**src/rtl/crc_rtu_engine_param.sv**
```systemverilog
// ----------------------------------------------------------------------------
// crc_rtu_engine_param
//
// Parametrised bit-serial CRC engine for the serial link (TX and RX paths).
// A frame is accumulated word-by-word starting from INIT until cleared.
// Defaults implement CRC-16/MODBUS (reflected poly 0xA001, init 0xFFFF).
//
// Ports:
//   clk      in   system clock, rising edge
//   reset    in   asynchronous active-low reset
//   clear    in   synchronous frame restart (highest priority)
//   start    in   request strobe, only a rising edge is a request
//   byte_in  in   DATA_W data word, sampled on the accepted start edge
//   crc_out  out  CRC register XOR XOROUT, updated at job end or clear
//   busy     out  high while shifting
//   done     out  one-cycle pulse when crc_out updates after a job
//   crc_zero out  internal CRC register (pre-XOROUT) equals zero
//   overrun  out  sticky, set by a start edge seen while busy
// ----------------------------------------------------------------------------
module crc_rtu_engine_param #(
    parameter int unsigned      CRC_W          = 16,
    parameter logic [CRC_W-1:0] POLY           = 16'hA001,
    parameter logic [CRC_W-1:0] INIT           = 16'hFFFF,
    parameter logic [CRC_W-1:0] XOROUT         = 16'h0000,
    parameter int unsigned      DATA_W         = 8,
    parameter int unsigned      BITS_PER_CYCLE = 1
) (
    input  logic              clk,
    input  logic              reset,
    input  logic              clear,
    input  logic              start,
    input  logic [DATA_W-1:0] byte_in,
    output logic [CRC_W-1:0]  crc_out,
    output logic              busy,
    output logic              done,
    output logic              crc_zero,
    output logic              overrun
);

    localparam int unsigned      STEPS    = DATA_W / BITS_PER_CYCLE;
    localparam int unsigned      CNT_W    = (STEPS > 1) ? $clog2(STEPS) : 1;
    localparam logic [CNT_W-1:0] LAST_CNT = CNT_W'(STEPS - 1);

    typedef enum logic [0:0] {
        ST_IDLE  = 1'b0,
        ST_SHIFT = 1'b1
    } state_t;

    // Advance the reflected CRC by BITS_PER_CYCLE LSB-first steps.
    function automatic logic [CRC_W-1:0] crc_advance(input logic [CRC_W-1:0] crc_in);
        logic [CRC_W-1:0] c;
        c = crc_in;
        for (int i = 0; i < int'(BITS_PER_CYCLE); i++) begin
            if (c[0]) begin
                c = (c >> 1) ^ POLY;
            end else begin
                c = c >> 1;
            end
        end
        return c;
    endfunction

    state_t           state_q;
    logic [CRC_W-1:0] crc_q;
    logic [CRC_W-1:0] crc_out_q;
    logic [CNT_W-1:0] cnt_q;
    logic             prev_start_q;
    logic             busy_q;
    logic             done_q;
    logic             overrun_q;

    logic             start_edge_s;
    logic [CRC_W-1:0] crc_shift_d;

    // Rising-edge detect and next shifted CRC value.
    always_comb begin
        start_edge_s = start & ~prev_start_q;
        crc_shift_d  = crc_advance(crc_q);
    end

    // Control FSM and datapath registers; the finishing update happens in
    // the same cycle as the last shift, so no separate FINISH state exists.
    always_ff @(posedge clk or negedge reset) begin
        if (!reset) begin
            state_q      <= ST_IDLE;
            crc_q        <= INIT;
            crc_out_q    <= INIT ^ XOROUT;
            cnt_q        <= {CNT_W{1'b0}};
            prev_start_q <= 1'b0;
            busy_q       <= 1'b0;
            done_q       <= 1'b0;
            overrun_q    <= 1'b0;
        end else begin
            prev_start_q <= start;
            done_q       <= 1'b0;
            if (clear) begin
                // Abort any in-flight word; a coincident start edge is dropped.
                state_q   <= ST_IDLE;
                crc_q     <= INIT;
                crc_out_q <= INIT ^ XOROUT;
                cnt_q     <= {CNT_W{1'b0}};
                busy_q    <= 1'b0;
                overrun_q <= 1'b0;
            end else begin
                case (state_q)
                    ST_IDLE: begin
                        if (start_edge_s) begin
                            crc_q   <= crc_q ^ CRC_W'(byte_in);
                            cnt_q   <= {CNT_W{1'b0}};
                            busy_q  <= 1'b1;
                            state_q <= ST_SHIFT;
                        end else begin
                            state_q <= ST_IDLE;
                        end
                    end
                    ST_SHIFT: begin
                        if (start_edge_s) begin
                            overrun_q <= 1'b1;
                        end else begin
                            overrun_q <= overrun_q;
                        end
                        crc_q <= crc_shift_d;
                        if (cnt_q == LAST_CNT) begin
                            crc_out_q <= crc_shift_d ^ XOROUT;
                            done_q    <= 1'b1;
                            busy_q    <= 1'b0;
                            cnt_q     <= {CNT_W{1'b0}};
                            state_q   <= ST_IDLE;
                        end else begin
                            cnt_q <= cnt_q + CNT_W'(1);
                        end
                    end
                    default: begin
                        state_q <= ST_IDLE;
                        busy_q  <= 1'b0;
                        cnt_q   <= {CNT_W{1'b0}};
                    end
                endcase
            end
        end
    end

    assign crc_out  = crc_out_q;
    assign busy     = busy_q;
    assign done     = done_q;
    assign overrun  = overrun_q;
    // Frame-validation compare works on the raw register, ahead of XOROUT.
    assign crc_zero = (crc_q == {CRC_W{1'b0}});

endmodule

```
**config.mk**
```make
export PLATFORM = sky130hd
export DESIGN_NAME = crc_rtu_engine_param
export DESIGN_NICKNAME = d
export VERILOG_FILES = /design/src/rtl/crc_rtu_engine_param.sv
export SDC_FILE = /design/constraint.sdc
export NUM_CORES = 1
export LEC_CHECK = 0
export ABC_AREA = 1
export BUFFER_PORTS_ARGS = -buffer_cell sky130_fd_sc_hd__buf_2
export CORE_UTILIZATION = 59
export CTS_CLUSTER_DIAMETER = 40
export DETAILED_ROUTE_END_ITERATION = 10
export GPL_TIMING_DRIVEN = 0
export PLACE_DENSITY_LB_ADDON = 0.15
export SYNTH_ARGS = -nofsm -noshare
export SYNTH_HDL_FRONTEND = slang
export SYNTH_SLANG_ARGS = --single-unit
```
**constraint.sdc**
```tcl
create_clock -name clk -period 3.5 [get_ports clk]
set_input_delay 0.35 -clock clk [delete_from_list [all_inputs] [get_ports clk]]
set_output_delay 0.35 -clock clk [all_outputs]
set_load 0.01 [all_outputs]
```
# Word level (Yosys, flattened, before mapping)
# Cells that the tools add are included.
[classes]
addsub = 1
multipliers = 0
div = 0
order_cmp = 0
n_eq_ne = 3
shift = 0
muxes = 24
bitwise = 5
reduce_logical = 7
[op_table]
columns = ["operator", "n"]
rows = [
  ["two-way mux 16 bit", 6],
  ["one-hot mux 16 bit (2 select lines)", 1],
  ["zero test 16 bit", 1],
  ["bitwise XOR 16 x 8 -> 16 bit", 1],
  ["two-way mux 1 bit", 11],
  ["two-way mux 3 bit", 3],
  ["one-hot mux 3 bit (2 select lines)", 1],
  ["AND reduction 2 bit", 3],
  ["nonzero test 2 bit", 3],
  ["one-hot mux 1 bit (2 select lines)", 2],
  ["adder 3 x 1 -> 3 bit (second input constant)", 1],
  ["== test 3 bit (second input constant)", 1],
  ["inequality test 3 x 2 -> 1 bit (second input constant)", 1],
  ["inequality test 3 bit (second input constant)", 1],
  ["inverter 2 -> 3 bit", 1],
  ["inverter 1 bit", 2],
  ["AND 1 bit", 1],
]
[totals]
register_bits = 40
latchBits = 0
ramBits = 0
mem_bits_ro = 0
out_inout_bits = 20
elab_cells = 48
mem_count = 0

# Depth between registers and ports, before layout
# Gate-level depths: netlist (run 1).
[depth]
depth_word = 5
mapped_depth = 7
depth_no_buf = 6

# Least setup slack after synthesis (run 1)
# OpenSTA, ideal clock, no wires.
[synth_timing]
kind = "reg-to-reg"
startpoint = "reg cnt_q[0]"
endpoint = "reg crc_out_q[0] (netlist: crc_out[0])"
setup_ps = 73
arrival_ps = 1336
required_ps = 3427
slack_ps = 2091
stages_incl_launch_ff = 7
path_buffers = 1
synth_period_minus_slack_ps = 1409
cell_sequence = "dfrtp_1 > ha_1 > ha_1 > nor2_2 > nor2_4 > clkbuf_8 > a21oi_1"
[synth_between]
elab_chain_cells = 3
[synth_lines]
columns = ["element", "line_no", "rtl"]
rows = [
  ["from (decl)", "66", "logic [CNT_W-1:0] cnt_q;"],
  ["from (signal assigned)", "88", "cnt_q <= {CNT_W{1'b0}};"],
  ["from (signal assigned)", "101", "cnt_q <= {CNT_W{1'b0}};"],
  ["from (signal assigned)", "109", "cnt_q <= {CNT_W{1'b0}};"],
  ["== test 3 bit", "123", "if (cnt_q == LAST_CNT) begin"],
  ["nonzero test 2 bit (no line)", "--", ""],
  ["AND reduction 2 bit (no line)", "--", ""],
  ["to (signal assigned)", "87", "crc_out_q <= INIT ^ XOROUT;"],
  ["to (signal assigned)", "100", "crc_out_q <= INIT ^ XOROUT;"],
  ["to (signal assigned)", "124", "crc_out_q <= crc_shift_d ^ XOROUT;"],
  ["to (decl)", "65", "logic [CRC_W-1:0] crc_out_q;"],
]
# No other way between the ends.
# A chain may end at the register's enable or synchronous reset.

# Worst setup path in the final report (run 1)
[layout_timing]
startpoint = "reg crc_q[0]"
endpoint = "out crc_zero"
[layout_between]
elab_chain_cells = 1
[layout_lines]
columns = ["element", "line_no", "rtl"]
rows = [
  ["from (decl)", "64", "logic [CRC_W-1:0] crc_q;"],
  ["from (signal assigned)", "108", "crc_q <= crc_q ^ CRC_W'(byte_in);"],
  ["from (signal assigned)", "122", "crc_q <= crc_shift_d;"],
  ["zero test 16 bit", "148", "assign crc_zero = (crc_q == {CRC_W{1'b0}});"],
  ["to (decl)", "36", "output logic crc_zero,"],
]
# No other way between the ends.

==> impl_metrics.yaml, run 1 <==
sta:
  slew_headroom: 0.4484
  final-hold-violation-count: 0
  unrepaired_setup_endpoints_after_global_routing: "false"
  post-route-period-util: 0.5352
  hold_slack_ps: 91.75
  worst_slack_ps: 1627
  final_slew_viol_count: 0
  max_freq_mhz: 533.9
  timing_worst_slew_pin_value_ps: 827.4
  clock-skew-final_ps: 8.775
  fin_setup_tns_ps: 0
  shortest_period_the_worst_path_allows_ps: 1873
  finalSetupViolations: 0
clock_tree:
  cts.hold.buffers_added: 0
  cts.htree.levels: 2
  clkSlewWorstSetupHoldPaths_ps: 120
  clockBufferDepth: 2
  post_cts_resize_count: 0
  clock_tree.root_cell: "sky130_fd_sc_hd__clkbuf_4"
  tritoncts: "yes"
  worstSkewPairLatency_ps: 350
  cts_sinks: 40
  cts.repair_timing.setup_buffer_count: 0
  tritoncts.num_buffers: 5
placement:
  pre_cts_ws_ps: 1898
  post_dp_cell_area_um2: 2141
  placed_cells_incl_taps: 303
  place_congestion: 0.7980
  place_hpwl_um: 2721
  port_buffers: 30
route:
  drtAntennaViolNets: 0
  top_signal_layer_used: "met4"
  detail_route.wirelength_um: 3835
  vias: 1612
  detail_route.wl_per_cell_um: 12.33
  routedLengthMet1_um: 1731
  detailedRoute.firstIterationViolations: 72
  vias_per_cell: 5.183
  drt-pass1-iter-count: 4
  drc_errors: 0
  routed-wl-met2_um: 1827
  met3_length_um: 219
power:
  psw_mw: 0.2437
  intPower_mw: 0.7368
  ir_drop_mv: 0.2529
  power.combinational.fraction: 0.129
  switching_share: 0.2485
  share_seq_of_total_power: 0.530
  power_frac_clock: 0.341
  total_power_mw: 0.9805
  leakagePower_nw: 1.115
  pwr_density_cell_nw_per_um2: 438.5
floorplan:
  chipHeight_um: 59.28
  start_util: 0.6289
  core_region_um2: 3078
  fp-row-count: 20
  horizontal_die_dimension_um: 59.28
  die_area_um2: 3514
  io-pin-count: 32
worst_setup_path:
  cp_cell_sequence: "inv_1, ha_1, nand4_1, nor2_1, buf_2"
  cp_num_buf_inv: 2
  worstSetupPathType: "flop to output pin"
  crit_end_category: "output pin"
  type_of_element_launching_the_critical_path: "flop"
  critical_path.max_fanout: 5
  critPathArrivalTime_ps: 1520
  critPathTopFamily: "flip-flops"
  required_ps: 3150
  worst_path_largest_cell_delay_ps: 580
  critical-path-slowest-cell: "sky130_fd_sc_hd__dfstp_2"
global_route:
  grt_first_pass_wirelength_um: 6527
  grt_use_total: 0.2515
  grt_pass1_vias: 1570
  pin_count_of_the_biggest_net_entering_global_routing: 41
  grt_antenna_before_repair: 0
  overflow: 0
status:
  run_status: "finished, final reports clean"
synthesis:
  post_synth_xor_area_fraction: 0
  synthTopCellsByArea: "sky130_fd_sc_hd__dfstp_2, sky130_fd_sc_hd__nor2_1, sky130_fd_sc_hd__dfrtp_1, sky130_fd_sc_hd__nand2_1, sky130_fd_sc_hd__a21oi_1"
  synth-simple-area-share: 0.2754
  ys_types: 21
  synth_sequential_area_ratio: 0.5378
  synth_cells: 229
  ys_ff_latch: 40
  synth_compound_gate_area_share: 0.08468
  yosysTopAreaCell: "sky130_fd_sc_hd__dfstp_2"
  yosysWarnings: 0
  synthesis.area_per_instance_um2: 8.452
  combinational_family_with_the_most_area_after_synthesis: "simple AND/OR/NAND/NOR gates"
  synth_nets: 245
  mappedNetlistArea_um2: 1936
  synth_adder_area_share: 0.02586
  yosys-mux-area-fraction: 0
  synth_largest_type_area_fraction: 0.4344
job:
  maxcap_viol_count: 0
finish:
  filler_cell_count: 259
  diodes: 0
  final-instance-count-excl-fill: 311
  fraction_of_final_layout_cells_with_drive_strength_greater_than_1: 0.3109
  syn_to_final_growth_pct: 15.51
  final_area_um2: 2236
  layout.nets: 282
  postLayoutCoreUtil: 0.7264
worst_hold_path:
  hold_wc_path_type: "input pin to asynchronous set/reset pin"
==> sequential cells by signal (all words and copies together), names as in the netlist <==
name / flops
crc_q: 16
prev_start_q: 1
state_q: 1
busy: 1
cnt_q: 3
crc_out: 16
overrun: 1
done: 1
==> area by class of cell <==
type	instances	area, µm²	share of cell area
repair buffers	30	150.1	0.06715
flip-flops and latches	40	1041	0.4656
plain buffers	6	68.82	0.03078
clock buffers	7	65.06	0.02910
clock inverters	1	30.03	0.01343
multi-input cells	162	747.0	0.3341
well taps	44	55.05	0.02462
inverters	21	78.83	0.03525
==> final timing paths <==
check	start	end	slack (ps)	cells past startpoint
min reg2reg	crc_out[13]	crc_out[13]	490	2
max reg2reg	cnt_q[0]	crc_out[3]	1870	6
min in group clk	start	prev_start_q	130	1
max	crc_q[0]	crc_zero	1630	5
min	reset	done	90	1
max in group asynchronous	reset	overrun	2880	1
==> logic make-up after synthesis <==
family,count (synthesis)
and+or+nand+nor,127
DFF,40
AOI/OAI and AO/OA,31
buffers and inverters,27
adders and majority gates,4
==> worst register-to-register path, cell delays in order, from the launching register on <==
cell,delay (ps)
sky130_fd_sc_hd__dfrtp_1,410
sky130_fd_sc_hd__ha_1,220
sky130_fd_sc_hd__ha_1,300
sky130_fd_sc_hd__nor2_2,210
sky130_fd_sc_hd__nor2_4,90
sky130_fd_sc_hd__clkbuf_8,180
sky130_fd_sc_hd__a21oi_1,140
==> power groups by stage <==
stage / Clock, mW / Combinational [mW] / Sequential, mW
global placement: 0 / 0.125 / 0.526
floorplan: 0 / 0.0772 / 0.530
CTS: 0.342 / 0.128 / 0.520
finish: 0.334 / 0.127 / 0.520
detailed placement: 0 / 0.127 / 0.527
global route: 0.357 / 0.144 / 0.524
==> cells in the mapped netlist <==
cell type                  instances
sky130_fd_sc_hd__nor2_1           54
sky130_fd_sc_hd__nand2_1          44
sky130_fd_sc_hd__dfstp_2          32
sky130_fd_sc_hd__a21oi_1          25
sky130_fd_sc_hd__inv_1            20
sky130_fd_sc_hd__nand3_1          15
sky130_fd_sc_hd__dfrtp_1           8
sky130_fd_sc_hd__nor3_1            6
sky130_fd_sc_hd__ha_1              4
sky130_fd_sc_hd__buf_6             3
sky130_fd_sc_hd__nand2_2           3
sky130_fd_sc_hd__o21ai_0           3
sky130_fd_sc_hd__clkbuf_8          2
sky130_fd_sc_hd__nand4_1           2
sky130_fd_sc_hd__nor2_4            2
sky130_fd_sc_hd__a21oi_2           1
sky130_fd_sc_hd__buf_4             1
sky130_fd_sc_hd__clkinv_1          1
sky130_fd_sc_hd__nor2_2            1
sky130_fd_sc_hd__o211ai_1          1
sky130_fd_sc_hd__o21a_1            1
==> metal layers <==
layer | GRT usage | vias to the layer above
li1 | - | 805
met1 | 0.3106 | 756
met2 | 0.4125 | 43
met3 | 0.06114 | 8
met4 | 0.1224 | 0
met5 | 0 | -
==> cell usage in the layout (no fill, tap or decap) <==
cell type                   synthesis  routed
sky130_fd_sc_hd__a21oi_1           25      25
sky130_fd_sc_hd__a21oi_2            1       1
sky130_fd_sc_hd__buf_2              0      30
sky130_fd_sc_hd__buf_4              1       1
sky130_fd_sc_hd__buf_6              3       3
sky130_fd_sc_hd__bufinv_16          0       1
sky130_fd_sc_hd__clkbuf_4           0       5
sky130_fd_sc_hd__clkbuf_8           2       4
sky130_fd_sc_hd__clkinv_1           1       1
sky130_fd_sc_hd__dfrtp_1            8       8
sky130_fd_sc_hd__dfstp_2           32      32
sky130_fd_sc_hd__ha_1               4       4
sky130_fd_sc_hd__inv_1             20      20
sky130_fd_sc_hd__nand2_1           44      44
sky130_fd_sc_hd__nand2_2            3       3
sky130_fd_sc_hd__nand3_1           15      15
sky130_fd_sc_hd__nand4_1            2       2
sky130_fd_sc_hd__nor2_1            54      54
sky130_fd_sc_hd__nor2_2             1       1
sky130_fd_sc_hd__nor2_4             2       2
sky130_fd_sc_hd__nor3_1             6       6
sky130_fd_sc_hd__o211ai_1           1       1
sky130_fd_sc_hd__o21a_1             1       1
sky130_fd_sc_hd__o21ai_0            3       3
Power figures use the tool's default switching activity.
==> run 2, diff against run 1 <==
--- a/config.mk
+++ b/config.mk
@@ -7,7 +7,7 @@
 export LEC_CHECK = 0
 export ABC_AREA = 1
 export BUFFER_PORTS_ARGS = -buffer_cell sky130_fd_sc_hd__buf_2
-export CORE_UTILIZATION = 59
+export CORE_UTILIZATION = 50
 export CTS_CLUSTER_DIAMETER = 40
 export DETAILED_ROUTE_END_ITERATION = 10
 export GPL_TIMING_DRIVEN = 0
==> constraint.sdc (replaced) <==
create_clock -name clk -period 1.5 [get_ports clk]
set_input_delay 0.15 -clock clk [delete_from_list [all_inputs] [get_ports clk]]
set_output_delay 0.15 -clock clk [all_outputs]
set_load 0.01 [all_outputs]
==> run 2 against run 1 <==
Net effect: power grew 130%; critical path depth unchanged; final cell count increased by 3.2%.
==> impl_metrics.yaml, run 2 (synthesized netlist as in run 1, its figures left out) <==
status:
  run_status: "finished, final reports clean"
power:
  intPower_mw: 1.622
  leakagePower_nw: 1.122
  switching_share: 0.2735
  pwr_density_cell_nw_per_um2: 962.6
  ir_drop_mv: 0.4708
  share_seq_of_total_power: 0.544
  power.combinational.fraction: 0.146
  psw_mw: 0.6108
  power_frac_clock: 0.310
floorplan:
  core_region_um2: 3689
  start_util: 0.5248
  fp-row-count: 22
  horizontal_die_dimension_um: 64.22
  io-pin-count: 32
  die_area_um2: 4124
  chipHeight_um: 64.22
global_route:
  grt_use_met3: 0.05357
  globalRouteMet2Util: 0.3497
  grt_antenna_before_repair: 0
  grt_util_met1: 0.3108
  grt_use_total: 0.2255
  overflow: 0
  pin_count_of_the_biggest_net_entering_global_routing: 41
  grt_pass1_vias: 1516
  grt_first_pass_wirelength_um: 6934
  grt_busiest_layer: "met2"
route:
  vias: 1635
  detail_route.wirelength_um: 4097
  drtAntennaViolNets: 0
  drc_errors: 0
  drt-pass1-iter-count: 4
  detailedRoute.firstIterationViolations: 120
  vias_per_cell: 5.093
  detail_route.wl_per_cell_um: 12.76
clock_tree:
  clock_tree.root_cell: "sky130_fd_sc_hd__clkbuf_8"
  cts.htree.levels: 2
  tritoncts: "yes"
  worstSkewPairLatency_ps: 290
  tritoncts.num_buffers: 5
  cts_sinks: 40
  clockBufferDepth: 2
  clkSlewWorstSetupHoldPaths_ps: 70
finish:
  diodes: 0
  layout.cells.most_common: "sky130_fd_sc_hd__nor2_1"
  syn_to_final_growth_pct: 19.84
  mostFrequentLayoutCells: "sky130_fd_sc_hd__nor2_1, sky130_fd_sc_hd__nand2_1, sky130_fd_sc_hd__dfstp_2"
  fraction_of_final_layout_cells_with_drive_strength_greater_than_1: 0.3297
  layout.nets: 288
  filler_cell_count: 364
sta:
  final-hold-violation-count: 0
  finalSetupViolations: 0
  max_freq_mhz: 687.9
  shortest_period_the_worst_path_allows_ps: 1454
  final_slew_viol_count: 0
  slew_headroom: 0.4133
  clock-skew-final_ps: 4.783
  post-route-period-util: 0.9691
  worst_slack_ps: 46.30
  timing_worst_slew_pin_value_ps: 880.1
  fin_setup_tns_ps: 0
  unrepaired_setup_endpoints_after_global_routing: "true"
worst_setup_path:
  type_of_element_launching_the_critical_path: "flop"
  critPathArrivalTime_ps: 1300
  crit_end_category: "output pin"
  required_ps: 1350
  critical_path.max_fanout: 2
  worstSetupPathType: "flop to output pin"
placement:
  pre_cts_ws_ps: -113.8
  place_congestion: 0.7789
  place_hpwl_um: 2733
  port_buffers: 30
job:
  maxcap_viol_count: 0
worst_hold_path:
  hold_wc_path_type: "input pin to flop"
-- run 2: cell types whose count changed in the layout (fill, tap and decap cells not counted), sizes merged --
cell         before  now
bufinv            1    0
clkinv            1    2
buf              34   38
dlygate4sd3       0    2
-- run 2: area by class of cell --
class | count | area, µm² | area share
buffer | 6 | 68.82 | 0.02967
clock buffer | 7 | 76.32 | 0.03290
clock inverter | 1 | 5.005 | 0.002158
inverter | 21 | 78.83 | 0.03398
multi-input combinational | 162 | 789.5 | 0.3403
sequential | 40 | 1041 | 0.4488
tap | 48 | 60.06 | 0.02589
timing repair buffer | 36 | 200.2 | 0.08630
-- run 2: worst paths after layout --
kind / end / slack, ps / cells after the start / from
setup reg to reg: crc_out[0] / 120 / 6 / cnt_q[0]
hold / removal: crc_q[1] / 120 / 4 / byte_in[1]
min in group asynchronous: busy / 530 / 2 / reset
hold reg to reg: busy / 480 / 2 / busy
max in group asynchronous: overrun / 440 / 2 / reset
setup / recovery: crc_zero / 50 / 5 / crc_q[0]
-- run 2: repair_timing --
action / 4_1_cts / 5_1_grt
setup buffers: 4 / 0
endpoints found under the hold margin: 9 / 0
setup endpoints to repair: 14 / 16
hold buffers: 2 / 0
pin swaps: 3 / 4
gates resized for setup: 3 / 6
-- run 2: metrics by stage --
stage	area [µm²]	instances	hold WS, ps	utilization	total power [mW]
finish	2320	321	116.5	0.6289	2.233
global route	2320	321	125.2	0.6289	2.350
CTS	2285	321	112.1	0.6194	2.249
detailed placement	2146	307	287.3	0.5818	1.530
global placement	2146	307	285.0	0.5818	1.524
floorplan	1936	229	-145.6	-	1.416
-- run 2: metal layers --
metal	vias to the layer above	wire length (µm)
met2	30	1878
met5	-	0
met1	778	2021
li1	820	-
met3	7	148
met4	0	49
-- run 2: worst max-delay path, stage by stage, from the launching register on --
cell,delay [ps]
sky130_fd_sc_hd__dfstp_2,550
sky130_fd_sc_hd__inv_2,50
sky130_fd_sc_hd__ha_4,140
sky130_fd_sc_hd__nand4_1,80
sky130_fd_sc_hd__nor2_1,60
sky130_fd_sc_hd__buf_2,130
-- run 2: power groups by stage --
stage,combinational [mW],clock [mW],sequential (mW)
after global placement,0.294,0,1.23
after detailed placement,0.297,0,1.23
after floorplan,0.180,0,1.24
after CTS,0.322,0.714,1.21
after global routing,0.368,0.761,1.22
final,0.326,0.693,1.21
